## config.mk

```make
export PLATFORM = sky130hd
export DESIGN_NAME = ram_fifo_ctrl
export DESIGN_NICKNAME = d
export VERILOG_FILES = /design/src/rtl/ram_fifo_ctrl.sv
export SDC_FILE = /design/constraint.sdc
export NUM_CORES = 1
export LEC_CHECK = 0
export CAP_MARGIN = 20
export CORE_MARGIN = 10
export CORE_UTILIZATION = 31
export DETAILED_ROUTE_END_ITERATION = 10
export SKIP_CTS_REPAIR_TIMING = 1
export SYNTH_ARGS = -nofsm -noshare
export SYNTH_HDL_FRONTEND = slang
export SYNTH_SLANG_ARGS = --single-unit
export TNS_END_PERCENT = 1
```

## constraint.sdc

```tcl
create_clock -name clk -period 2.3 [get_ports clk]
set_clock_uncertainty 0.15 [all_clocks]
set_input_delay 0.23 -clock clk [delete_from_list [all_inputs] [get_ports clk]]
set_output_delay 0.23 -clock clk [all_outputs]
set_load 0.02 [all_outputs]
```

## src/rtl/ram_fifo_ctrl.sv

```systemverilog
// FIFO controller that owns a single-port 16x8 synchronous RAM; reads take priority over writes.
// Optional flush port and logic are enabled by defining RAM_FIFO_FLUSH_EN.
module ram_fifo_ctrl #(
    parameter int ADDR_W = 4,
    parameter int DATA_W = 8
) (
    input  logic              clk,
    input  logic              rst_n,
`ifdef RAM_FIFO_FLUSH_EN
    input  logic              flush,
`endif
    input  logic              in_valid,
    output logic              in_ready,
    input  logic [DATA_W-1:0] in_data,
    output logic              out_valid,
    input  logic              out_ready,
    output logic [DATA_W-1:0] out_data,
    output logic [ADDR_W:0]   count,
    output logic              full,
    output logic              empty,
    output logic              ram_we,
    output logic [ADDR_W-1:0] ram_addr,
    output logic [DATA_W-1:0] ram_din,
    input  logic [DATA_W-1:0] ram_dout
);

    localparam int              DEPTH   = 2**ADDR_W;
    localparam logic [ADDR_W:0] DEPTH_C = (ADDR_W+1)'(DEPTH);
    localparam logic [ADDR_W:0] CNT_ONE = (ADDR_W+1)'(1);
    localparam logic [ADDR_W-1:0] PTR_ONE = ADDR_W'(1);

    typedef enum logic [0:0] {
        RD_IDLE = 1'b0,
        RD_WAIT = 1'b1
    } rd_state_t;

    rd_state_t           state_q, state_d;
    logic [ADDR_W-1:0]   wptr_q, wptr_d;
    logic [ADDR_W-1:0]   rptr_q, rptr_d;
    logic [ADDR_W:0]     mem_count_q, mem_count_d;
    logic                out_valid_q, out_valid_d;
    logic [DATA_W-1:0]   out_data_q, out_data_d;

    logic                flush_s;
    logic                rd_pend_s;
    logic                rd_issue_s;
    logic                wr_accept_s;

`ifdef RAM_FIFO_FLUSH_EN
    assign flush_s = flush;
`else
    assign flush_s = 1'b0;
`endif

    // A read may only issue when the output register will be free by the time its data lands.
    assign rd_issue_s  = (mem_count_q != {(ADDR_W+1){1'b0}}) && !rd_pend_s
                         && (!out_valid_q || out_ready) && !flush_s;
    assign in_ready    = rst_n && (mem_count_q < DEPTH_C) && !rd_issue_s && !flush_s;
    assign wr_accept_s = in_valid && in_ready;

    assign count = mem_count_q + {{ADDR_W{1'b0}}, rd_pend_s} + {{ADDR_W{1'b0}}, out_valid_q};
    assign full  = (mem_count_q == DEPTH_C);
    assign empty = (count == {(ADDR_W+1){1'b0}});
    assign out_valid = out_valid_q;
    assign out_data  = out_data_q;

    // Read FSM state register.
    always_ff @(posedge clk or negedge rst_n) begin
        if (!rst_n) begin
            state_q <= RD_IDLE;
        end else begin
            state_q <= state_d;
        end
    end

    // Read FSM next-state logic.
    always_comb begin
        state_d = state_q;
        if (flush_s) begin
            state_d = RD_IDLE;
        end else begin
            case (state_q)
                RD_IDLE: state_d = rd_issue_s ? RD_WAIT : RD_IDLE;
                RD_WAIT: state_d = RD_IDLE;
                default: state_d = RD_IDLE;
            endcase
        end
    end

    // Read FSM outputs.
    always_comb begin
        rd_pend_s = 1'b0;
        case (state_q)
            RD_IDLE: rd_pend_s = 1'b0;
            RD_WAIT: rd_pend_s = 1'b1;
            default: rd_pend_s = 1'b0;
        endcase
    end

    // Single RAM port mux: read address, write address, or park on rptr.
    always_comb begin
        ram_we   = 1'b0;
        ram_addr = rptr_q;
        ram_din  = in_data;
        if (rd_issue_s) begin
            ram_we   = 1'b0;
            ram_addr = rptr_q;
        end else if (wr_accept_s) begin
            ram_we   = 1'b1;
            ram_addr = wptr_q;
        end else begin
            ram_we   = 1'b0;
            ram_addr = rptr_q;
        end
    end

    // Pointer and occupancy next-state.
    always_comb begin
        wptr_d      = wptr_q;
        rptr_d      = rptr_q;
        mem_count_d = mem_count_q;
        if (flush_s) begin
            wptr_d      = {ADDR_W{1'b0}};
            rptr_d      = {ADDR_W{1'b0}};
            mem_count_d = {(ADDR_W+1){1'b0}};
        end else if (rd_issue_s) begin
            rptr_d      = rptr_q + PTR_ONE;
            mem_count_d = mem_count_q - CNT_ONE;
        end else if (wr_accept_s) begin
            wptr_d      = wptr_q + PTR_ONE;
            mem_count_d = mem_count_q + CNT_ONE;
        end else begin
            mem_count_d = mem_count_q;
        end
    end

    // Output register: RAM data lands the cycle after issue and holds until taken.
    always_comb begin
        out_valid_d = out_valid_q;
        out_data_d  = out_data_q;
        if (flush_s) begin
            out_valid_d = 1'b0;
        end else if (rd_pend_s) begin
            out_valid_d = 1'b1;
            out_data_d  = ram_dout;
        end else if (out_valid_q && out_ready) begin
            out_valid_d = 1'b0;
        end else begin
            out_valid_d = out_valid_q;
        end
    end

    // Datapath registers.
    always_ff @(posedge clk or negedge rst_n) begin
        if (!rst_n) begin
            wptr_q      <= {ADDR_W{1'b0}};
            rptr_q      <= {ADDR_W{1'b0}};
            mem_count_q <= {(ADDR_W+1){1'b0}};
            out_valid_q <= 1'b0;
            out_data_q  <= {DATA_W{1'b0}};
        end else begin
            wptr_q      <= wptr_d;
            rptr_q      <= rptr_d;
            mem_count_q <= mem_count_d;
            out_valid_q <= out_valid_d;
            out_data_q  <= out_data_d;
        end
    end

endmodule

```

# ---- Word-level counts from Yosys, hierarchy flattened
# Index checks and enable logic that the tools add are counted.
dict set report op_classes {
  addsub 6
  multipliers 0
  n_div 0
  magnitude_cmp 1
  n_eq_ne 1
  n_shift 0
  n_mux 11
  n_bitwise 2
  reduce_logical 15
}
# operator n
set ops {}
lappend ops {{$add 5x1->5} 2}
lappend ops {{$mux 5} 2}
lappend ops {{$add 4x1->4 const B} 2}
lappend ops {{$mux 4} 2}
lappend ops {{$logic_and 1x1->1} 6}
lappend ops {{$add 5x1->5 const B} 1}
lappend ops {{$eq 5x5->1 const B} 1}
lappend ops {{$logic_not 5->1} 1}
lappend ops {{$lt 5x5->1 const B} 1}
lappend ops {{$mux 1} 5}
lappend ops {{$reduce_bool 5->1} 1}
lappend ops {{$sub 5x1->5 const B} 1}
lappend ops {{$pmux 1 s2} 2}
lappend ops {{$reduce_bool 2->1} 2}
lappend ops {{$logic_not 1->1} 3}
lappend ops {{$not 1->1} 2}
lappend ops {{$reduce_and 2->1} 1}
lappend ops {{$logic_or 1x1->1} 1}
dict set report word_totals {
  reg_bits 23
  latch_bits 0
  ramBits 0
  romBits 0
  inputBits 20
  out_inout_bits 30
  elab_cells 42
  memories 0
}

# ---- Logic depth before layout (Yosys ltp)
# Gate-level depths: netlist of the first run.
dict set report depth {
  depth_word 10
  ltp_mapped 8
  ltp_nobuf 8
}

# ---- Worst setup path before layout of the first run
# OpenSTA, ideal clock, no wires.
dict set report synth_timing {
  path_type {reg2out}
  start {register out_valid_q (netlist: out_valid)}
  end {output port empty}
  t_arrival_ns 2.385
  required_ns 1.920
  setup_slack_ns -0.465
  stages_incl_launch_ff 9
  n_path_buf 0
  cell_sequence {dfrtp_1 -> inv_1 -> fa_1 -> inv_1 -> ha_1 -> nand3_1 -> xnor2_1 -> nor2_1 -> nor4b_1}
}
dict set report synth_between {
  elab_chain_len 2
}
# item line
set synth_lines {}
lappend synth_lines {{start, declared} 41} ;# logic out_valid_q, out_valid_d;
lappend synth_lines {{start signal, assigned} 165} ;# out_valid_q <= out_valid_d;
lappend synth_lines {{$add 5x1->5} 61} ;# assign count = mem_count_q + {{ADDR_W{1'b0}}, rd_pend_s} + {{ADDR_W{1'b0}}, out_valid_q};
lappend synth_lines {{via count[4]} 18} ;# output logic [ADDR_W:0] count,
lappend synth_lines {{$logic_not 5->1} 63} ;# assign empty = (count == {(ADDR_W+1){1'b0}});
lappend synth_lines {{end, declared} 20} ;# output logic empty,
# The timed path passes the listed nets, and every way through them passes these cells.

# ---- Worst setup path in the final report of the first run
dict set report layout_timing {
  start {register out_valid_q (netlist: out_valid)}
  end {output port empty}
}
dict set report layout_between {
  elab_chain_len 2
}
# item line
set layout_lines {}
lappend layout_lines {{$add 5x1->5} 61}
lappend layout_lines {{$logic_not 5->1} 63}
# Every way passes these cells.

==> results of run 1 <==
==> cell type report <==
cell class	instances	area [um^2]	share of cell area (%)
Inverter	8	30.0	1.65
Sequential cell	23	577	31.7
Clock inverter	1	5.00	0.275
Tap cell	50	62.6	3.44
Clock buffer	3	41.3	2.27
Timing Repair Buffer	54	465	25.6
Multi-Input combinational cell	67	639	35.1
==> cell families (layout without fill, tap and decap cells) <==
kind of cell    after synthesis  count (layout)  share of synthesized area (%)
compound gates                8               8                           5.71
xor+xnor                     12              12                           8.12
fa+ha+maj                     8               8                           8.90
buf+inv                      17              66                           7.25
flops                        23              23                           44.5
mux                          17              17                           14.7
simple gates                 22              22                           10.8
==> power by group through the flow <==
| stage | Clock, W | Sequential (W) | Combinational, W |
|---|---|---|---|
| CTS | 0.000263 | 0.000771 | 0.00235 |
| floorplan | 0 | 0.000887 | 0.00121 |
| finish | 0.000256 | 0.000769 | 0.00222 |
| detailed placement | 0 | 0.000774 | 0.00234 |
| global placement | 0 | 0.000765 | 0.00228 |
| global route | 0.000277 | 0.000804 | 0.00245 |
==> flip-flops by register name (all words and copies together), names as in the netlist <==
register     flops
out_data         8
out_valid        1
rptr_q           4
state_q          1
wptr_q           4
mem_count_q      5
==> per-layer routing <==
metal / part of all wire [%] / GRT usage [%] / vias up / wire, um
li1: - / - / 461 / -
met1: 46 / 9.52 / 453 / 1300
met2: 46 / 13.4 / 27 / 1300
met5: 0 / 0 / - / 0
met4: 0.46 / 1.50 / 0 / 13
met3: 8.4 / 3.67 / 2 / 239
==> cell usage after synthesis <==
library cell  instances  area [um^2]
dfrtp_1              23          576
mux2_2               16          180
xnor2_1               9         78.8
buf_4                 8         60.1
inv_1                 8         30.0
ha_1                  6         75.1
nand2_1               4         15.0
nor2_1                4         15.0
xor2_1                3         26.3
a21oi_1               2         10.0
fa_1                  2         40.0
nand2b_1              2         12.5
nand3_1               2         10.0
nand3b_1              2         15.0
nand4_1               2         12.5
a211oi_1              1         7.51
a211oi_2              1         12.5
a21o_1                1         7.51
a31oi_4               1         21.3
buf_1                 1         3.75
mux2i_1               1         10.0
nand2b_4              1         13.8
nor2b_1               1         6.26
nor4_2                1         12.5
nor4b_1               1         8.76
o21ai_0               1         5.00
o311a_1               1         10.0
or4_1                 1         7.51
or4_4                 1         11.3
==> worst paths after layout <==
| path | endpoint | slack, ps | cells past startpoint |
|---|---|---|---|
| max | empty | -140 | 9 |
| min | mem_count_q[4] | 230 | 2 |
| max reg2reg | mem_count_q[3] | -60 | 9 |
| min reg2reg | rptr_q[3] | 330 | 1 |
| max in group asynchronous | out_valid | 1520 | 2 |
| min in group clk | ram_din[0] | 310 | 0 |
==> per-stage QoR <==
stage / std cells / hold WS, ps / setup TNS, ps / setup slack, ps / instance area, um^2
after detailed placement: 202 / 310 / -1880 / -373 / 1800
after global placement: 202 / 310 / -1550 / -252 / 1800
after floorplan: 107 / -216 / -15.1 / -15.1 / 1310
after CTS: 206 / 241 / -4990 / -667 / 1840
final: 206 / 232 / -499 / -140 / 1820
after global routing: 206 / 256 / -1670 / -347 / 1820
==> results.sh, run 1 <==
export IMPL_status="finished, violations left"
export IMPL_violations="setup timing"
export IMPL_drtIter0Drc=25
export IMPL_ant_nets=0
export IMPL_clk_pin_slew_ps=80
export IMPL_antenna_found_initial=0
export IMPL_syn_instance_count=107
export IMPL_area_delta_synth_final_pct=40.7
export IMPL_wire_per_inst_um=13.8
export IMPL_hold_viol=0
export IMPL_critPathMaxFanout=2
export IMPL_vias=943
export IMPL_fin_crit_ps=2440
export IMPL_peakVddDrop_mv=0.734
export IMPL_rows=23
export IMPL_p_clk_share_pct=7.9
export IMPL_cp_required_ps=1920
export IMPL_crit_family="adder cells"
export IMPL_clock_fmax_ghz=0.410
export IMPL_io_pins=50
export IMPL_crit_buf_inv=3
export IMPL_critPathArrivalTime_ps=2060
export IMPL_chipWidth_um=84.6
export IMPL_grt_pass1_vias=1077
export IMPL_port_buffers=33
export IMPL_firstDrtPassIters=4
export IMPL_synth_avg_cell_area_um2=12.1
export IMPL_drive_above_1_share_pct=35.9
export IMPL_synth_nets=135
export IMPL_tightest_slew_ps=314
export IMPL_power_leakage_nw=0.870
export IMPL_routed_wl_um=2850
export IMPL_fin_crit_sh_pct=106
export IMPL_hold_path_class="in -> async"
export IMPL_clockBufferDepth=2
export IMPL_cts_tree="done"
export IMPL_die_height_um=84.6
export IMPL_comb_power_share_pct=68.4
export IMPL_nets=185
export IMPL_crit_start="out_valid"
export IMPL_dieArea_um2=7160
export IMPL_critPathKind="reg -> out"
export IMPL_cts_htree_levels=1
export IMPL_p_per_area_nw_per_um2=1780
export IMPL_synth_area_um2=1290
export IMPL_power_w=0.00324
export IMPL_gp_congestion=0.720
export IMPL_cp_end_kind="primary output"
export IMPL_ys_types=29
export IMPL_grt_util_all_layers_pct=8.12
export IMPL_via_per_inst=4.58
export IMPL_core_area_um2=4030
export IMPL_synth_seq_cells=23
export IMPL_drc=0
export IMPL_maxCapViolCount=0
export IMPL_n_antenna_cell=0
export IMPL_rsz0062_at_grt="yes"
export IMPL_setup_viol=8
export IMPL_grt_max_degree=25
export IMPL_ys_seq_area_share_pct=44.5
export IMPL_switching_power_w=0.00135
export IMPL_dp_hpwl_um=2310
export IMPL_fin_util_pct=45.2
export IMPL_cp_slowest_cell="fa_1"
export IMPL_initial_core_util_pct=32.1
export IMPL_numClockSinks=23
export IMPL_path_cells="inv_1 -> fa_1 -> inv_1 -> ha_1 -> nand3_1 -> xnor2_1 -> nor2_1 -> nor4b_4 -> buf_4"
export IMPL_swShare_pct=41.5
export IMPL_clockRootBuffer="clkbuf_8"
export IMPL_relSlewSlack_pct=79.1
export IMPL_grt_pass1_wl_um=5010
export IMPL_p_int_w=0.00189
export IMPL_power_frac_seq_pct=23.7
export IMPL_insertion_delay_ps=260
export IMPL_overflow=0
export IMPL_setup_slack_ps=-140
export IMPL_timing_final_max_slew_violations=0
export IMPL_synth_warning_count=0
export IMPL_numCtsBuffers=3
export IMPL_fillers=394
export IMPL_slowest_delay_ps=430
export IMPL_cp_common_cell="inv_1"
export IMPL_worst_setup_path_start_kind="register"
export IMPL_mostFrequentLayoutCell="buf_4"
export IMPL_final_cell_mix="buf_4, dfrtp_1, clkdlybuf4s50_1"
export IMPL_worstReg2RegStart="mem_count_q[2]"
Power figures use the tool's default switching activity.
==> run 2: changes to the inputs <==
- ABC_CLOCK_PERIOD_IN_PS: not set -> 2300
==> results of run 2 <==
The final DEF is identical to that of run 1; final timing and power are the same.
